File: config.mk
export PLATFORM = sky130hd
export DESIGN_NAME = text_readout_flat
export DESIGN_NICKNAME = d
export VERILOG_FILES = /design/src/rtl/text_readout_if.sv /design/src/rtl/text_readout.sv /design/src/flat_wrapper.sv
export SDC_FILE = /design/constraint.sdc
export NUM_CORES = 1
export LEC_CHECK = 0
export CAP_MARGIN = 5
export CORE_ASPECT_RATIO = 1.25
export CORE_MARGIN = 2
export CORE_UTILIZATION = 40
export CTS_BUF_LIST = sky130_fd_sc_hd__clkbuf_16
export CTS_CLUSTER_DIAMETER = 200
export DETAILED_ROUTE_END_ITERATION = 10
export SLEW_MARGIN = 20
export SYNTH_ARGS = -nofsm -noshare
export SYNTH_HDL_FRONTEND = slang
export SYNTH_SLANG_ARGS = --single-unit
File: constraint.sdc
create_clock -name clk -period 1.8 [get_ports clk]
set_clock_uncertainty 0.05 [all_clocks]
set_input_delay 0.36 -clock clk [delete_from_list [all_inputs] [get_ports clk]]
set_output_delay 0.36 -clock clk [all_outputs]
set_load 0.05 [all_outputs]
File: src/rtl/text_readout_if.sv
// Timing-generator to VRAM-readout bundle for the text-mode pipeline.
// scrollAddr exists only when READOUT_SCROLL_EN is defined.
interface text_readout_if #(
  parameter int ADDR_W = 13,
  parameter int RC_W   = 4
);
  logic              vActive;
  logic              hBeginActive;
  logic              hEndActive;
  logic [RC_W-1:0]   vCount;
  logic              vSync;
  logic              hBeginPulse;
`ifdef READOUT_SCROLL_EN
  logic [ADDR_W-1:0] scrollAddr;
`endif
  logic [ADDR_W-1:0] readoutAddr;
  logic              phase;
  logic              active;

`ifdef READOUT_SCROLL_EN
  modport master (
    output vActive, hBeginActive, hEndActive, vCount, vSync, hBeginPulse, scrollAddr,
    input  readoutAddr, phase, active
  );
  modport slave (
    input  vActive, hBeginActive, hEndActive, vCount, vSync, hBeginPulse, scrollAddr,
    output readoutAddr, phase, active
  );
`else
  modport master (
    output vActive, hBeginActive, hEndActive, vCount, vSync, hBeginPulse,
    input  readoutAddr, phase, active
  );
  modport slave (
    input  vActive, hBeginActive, hEndActive, vCount, vSync, hBeginPulse,
    output readoutAddr, phase, active
  );
`endif
endinterface

File: src/rtl/text_readout.sv
// VRAM character/attribute address generator for text-mode VGA readout.
// Optional hardware-scroll frame base enabled by READOUT_SCROLL_EN.
//
// state  | meaning
// IDLE   | outside horizontal activity; row replay/advance on hsync pulse
// ACTIVE | fetching cells; address steps twice per FETCH_LEN cycles
module text_readout #(
  parameter int ADDR_W     = 13,
  parameter int RC_W       = 4,
  parameter int ROW_H      = 16,
  parameter int FETCH_LEN  = 8,
  parameter int SKIP       = 2,
  parameter int VRAM_WORDS = 8192
) (
  input logic          clk,
  input logic          nrst,
  text_readout_if.slave bus
);
  localparam int CW = $clog2(FETCH_LEN);

  localparam logic [CW-1:0]     COUNT_SKIP = CW'(SKIP);
  localparam logic [CW-1:0]     COUNT_HALF = CW'(FETCH_LEN / 2);
  localparam logic [RC_W-1:0]   LAST_ROW   = RC_W'(ROW_H - 1);
  localparam logic [ADDR_W-1:0] LAST_ADDR  = ADDR_W'(VRAM_WORDS - 1);

  typedef enum logic {IDLE = 1'b0, ACTIVE = 1'b1} state_t;

  state_t            state, state_n;
  logic [CW-1:0]     count, count_n;
  logic [ADDR_W-1:0] row_begin, row_begin_n;
  logic [ADDR_W-1:0] readout_addr, readout_addr_n;
  logic [ADDR_W-1:0] base;

  function automatic logic [ADDR_W-1:0] inc(input logic [ADDR_W-1:0] a);
    return (a == LAST_ADDR) ? '0 : a + 1'b1;
  endfunction

`ifdef READOUT_SCROLL_EN
  // Sampled only during vsync so mid-frame scroll writes land on the next frame.
  always_ff @(posedge clk or negedge nrst) begin
    if (!nrst)
      base <= '0;
    else if (!bus.vSync)
      base <= bus.scrollAddr;
  end
`else
  assign base = '0;
`endif

  always_ff @(posedge clk or negedge nrst) begin
    if (!nrst) begin
      state        <= IDLE;
      count        <= '0;
      row_begin    <= '0;
      readout_addr <= '0;
    end else begin
      state        <= state_n;
      count        <= count_n;
      row_begin    <= row_begin_n;
      readout_addr <= readout_addr_n;
    end
  end

  always_comb begin
    state_n        = state;
    count_n        = count;
    row_begin_n    = row_begin;
    readout_addr_n = readout_addr;
    if (!bus.vSync) begin
      state_n        = IDLE;
      count_n        = '0;
      row_begin_n    = base;
      readout_addr_n = base;
    end else begin
      case (state)
        IDLE: begin
          if (bus.hBeginActive && bus.vActive) begin
            state_n = ACTIVE;
            count_n = COUNT_SKIP;
          end
          if (bus.vActive && bus.hBeginPulse) begin
            if (bus.vCount == LAST_ROW)
              row_begin_n = readout_addr;
            else
              readout_addr_n = row_begin;
          end
        end
        ACTIVE: begin
          count_n = count + 1'b1;
          if (count == '0 || count == COUNT_HALF)
            readout_addr_n = inc(readout_addr);
          if (bus.hEndActive)
            state_n = IDLE;
        end
        default: state_n = IDLE;
      endcase
    end
  end

  assign bus.readoutAddr = readout_addr;
  assign bus.active      = (state == ACTIVE);
  assign bus.phase       = (state == ACTIVE) & count[CW-1];
endmodule
File: src/flat_wrapper.sv
// flat-port wrapper written by rule: the top's interface ports become plain ports
module text_readout_flat 
#(
  parameter int ADDR_W     = 13,
  parameter int RC_W       = 4,
  parameter int ROW_H      = 16,
  parameter int FETCH_LEN  = 8,
  parameter int SKIP       = 2,
  parameter int VRAM_WORDS = 8192
)
  (clk, nrst, bus_vActive, bus_hBeginActive, bus_hEndActive, bus_vCount, bus_vSync, bus_hBeginPulse, bus_readoutAddr, bus_phase, bus_active);
  text_readout_if #(.ADDR_W(ADDR_W), .RC_W(RC_W)) bus_i ();
  input logic clk;
  input logic nrst;
  input wire logic [$bits(bus_i.vActive)-1:0] bus_vActive;
  input wire logic [$bits(bus_i.hBeginActive)-1:0] bus_hBeginActive;
  input wire logic [$bits(bus_i.hEndActive)-1:0] bus_hEndActive;
  input wire logic [$bits(bus_i.vCount)-1:0] bus_vCount;
  input wire logic [$bits(bus_i.vSync)-1:0] bus_vSync;
  input wire logic [$bits(bus_i.hBeginPulse)-1:0] bus_hBeginPulse;
  output wire logic [$bits(bus_i.readoutAddr)-1:0] bus_readoutAddr;
  output wire logic [$bits(bus_i.phase)-1:0] bus_phase;
  output wire logic [$bits(bus_i.active)-1:0] bus_active;
  assign bus_i.vActive = bus_vActive;
  assign bus_i.hBeginActive = bus_hBeginActive;
  assign bus_i.hEndActive = bus_hEndActive;
  assign bus_i.vCount = bus_vCount;
  assign bus_i.vSync = bus_vSync;
  assign bus_i.hBeginPulse = bus_hBeginPulse;
  assign bus_readoutAddr = bus_i.readoutAddr;
  assign bus_phase = bus_i.phase;
  assign bus_active = bus_i.active;
  text_readout #(.ADDR_W(ADDR_W), .RC_W(RC_W), .ROW_H(ROW_H), .FETCH_LEN(FETCH_LEN), .SKIP(SKIP), .VRAM_WORDS(VRAM_WORDS)) u_core (.clk(clk), .nrst(nrst), .bus(bus_i));
endmodule
==> impl_results.md <==
- Status: complete, no violations
- Core Area: 0.00469 mm²
- Power density of the placed cells: 780 mW/mm²
- Synth Cell Area: 0.00193 mm²
- Antenna cells: 0
- Endpoints failing setup: 0
- Depth of the CTS H-tree: 2
- Slew Viols, Final: 0
- TritonCTS clock tree: built
- Placer Congestion: 0.899
- Total die area: 0.00541 mm²
- Layout area overhead: 37.6%
- Vias/cell: 5.67
- Synth warnings: 0
- DR pass1 iterations: 4
- Hold Buf Count CTS: 0
- Fin crit share: 94.4%
- Worst-case vdd ir drop: 0.472 mV
- Top_reg_cell synth: dfrtp_1
- Vias in the first global route: 1746
- Startpoint types: input pin
- CTS root buf: clkbuf_16
- Crit path buf inv count: 1
- Avg Inst Size Synth: 9.52 µm²
- Maximum clock rate: 589 MHz
- 1st-iter DRT viols: 96
- CP required: 1910 ps
- Crit Path Max Fanout: 5
- Synth cell types: 51
- Initial Util: 41.2%
- Final hold violations: 0
- Biggest cell delay along the critical path: 610 ps
- Initial antenna violation count: 0
- Clock latency on the worst-skew pair: 280 ps
- Clk slew on worst S/H paths: 50 ps
- Total CTS buffers: 5
- Critical path class: in2reg
- Top delay family on crit path: buffers and inverters
- Final #Nets: 267
- Max Cap Viol: 0
- CP Cell Sequence: clkdlybuf4s50_1 > a21boi_1 > and2_1 > o31ai_1 > a22o_1
- Global route overflow: 0
- Die X-Extent: 66.2 µm
- First-pass GRT wire length: 8380 µm
- Final HPWL DP: 3650 µm
- Tightest Hold Check Type: in2async
- Synth async-reset ratio: 100%
- Seq/Total Area, Yosys: 38.8%
- Clock tree buffer depth: 2
- Final Power: 0.00207 W
- Share of cells above drive strength 1: 29.9%
- I/O Buffers: 25
- GRT Overall Usage: 20.4%
- Vias: 1781
- Post-synthesis cell count: 203
- Residual DRC count: 0
- Antenna-violating nets left: 0
- Worst-margin pin slew: 413 ps
- Die height: 81.7 µm
- Wire per inst: 16.3 µm
- Final min period: 1700 ps
- Slew HR: 72.4%
- EDFF count, synth: 0
- I/O pin count: 26
- Fin Hold WS: 416 ps
- Synth Net Count: 217
- Clock tree sinks: 30
- Largest net degree at the start of global routing: 31
- Total Wirelength: 5120 µm
- Leakage Power: 1.15 nW
- Flops & latches, synth: 30
- WP data arrival: 1810 ps
- Crit. End Element: flip-flop
- Critical-path top delay cell: clkdlybuf4s50_1
- # rows: 28
- RSZ-0062 raised after global routing: false
==> report_power, final <==
group	internal, W	leakage (nW)	switching (W)
sequential	0.000715	0.399	0.0000430
clock	0.000498	0.0724	0.000292
combinational	0.000236	0.680	0.000290
==> area by class of cell <==
type                       count  area, µm²
clock buffer                   5        125
clock inverter                 3       12.5
fill                         445       2030
inverter                       4       15.0
multi-input combinational    152       1060
sequential                    30        756
tap                           60       75.1
timing repair buffer          60        613
==> flip-flops by register name, indices dropped and copies added (netlist names) <==
register,cells
u_core.bus.active,1
u_core.bus.readoutAddr,13
u_core.count,3
u_core.row_begin,13
==> placed cells by master, fill, tap and decap left out, drive strengths merged, types with 6 or more instances in the layout <==
cell,count
buf,50
o21ai,12
a21oi,21
and2,6
a22o,16
a21boi,7
nor2,8
nand3,8
nand2,22
dfrtp,30
clkdlybuf4s50,10
==> metrics by stage <==
stage	std cells	utilization (%)	instance area (µm²)	setup TNS [ps]	setup WS, ps
2_1_floorplan	203	-	1940	-19.4	-19.4
3_3_place_gp	304	53.4	2510	-2680	-154
3_5_place_dp	304	53.4	2510	-3400	-180
4_1_cts	312	56.3	2650	0	104
5_1_grt	314	56.7	2660	0	8.64
6_report	314	56.7	2660	0	101
==> synth_stat cells, types with 5 or more instances <==
| library cell | count | share of area (%) |
|---|---|---|
| clkbuf_1 | 5 | 0.97 |
| nand3_1 | 5 | 1.3 |
| buf_2 | 5 | 1.3 |
| and2_1 | 5 | 1.6 |
| a21boi_0 | 6 | 2.3 |
| o31ai_1 | 5 | 1.9 |
| mux2i_1 | 5 | 2.6 |
| a21oi_1 | 21 | 5.4 |
| nand2_1 | 22 | 4.3 |
| dfrtp_1 | 30 | 39 |
| o21ai_0 | 12 | 3.1 |
| nor2_1 | 8 | 1.6 |
| a22o_1 | 15 | 6.8 |
==> kinds of logic after synthesis <==
family	synth area share (%)
compound gates	29.6
simple gates	17.9
flops	38.8
buf+inv	6.34
mux	4.92
fa+ha+maj	1.94
xor+xnor	0.453
==> worst paths after layout <==
path,end,startpoint,cells after the start,slack (ps)
hold reg to reg,u_core.row_begin[2],u_core.row_begin[2],1,490
setup reg to reg,u_core.bus.readoutAddr[5],u_core.bus.readoutAddr[0],6,140
max in group asynchronous,u_core.bus.readoutAddr[4],nrst,2,970
min in group clk,u_core.row_begin[2],u_core.row_begin[2],1,490
hold / removal,u_core.row_begin[12],nrst,2,420
setup / recovery,u_core.bus.readoutAddr[0],bus_vSync,5,100
==> per-layer routing <==
metal  share of wire (%)  global-route usage [%]  vias up
met2                  52                    35.0       32
met1                  43                    24.5      879
met4                 1.9                    8.78        0
met5                   0                       0        -
li1                    -                       -      860
met3                 3.1                    4.52       10
==> what timing repair did <==
item,CTS,global route
buffers inserted,0,2
gates resized for setup,0,0
endpoints found under the hold margin,0,0
endpoints found under the setup margin,0,2
(Power assumes the default switching activity.)
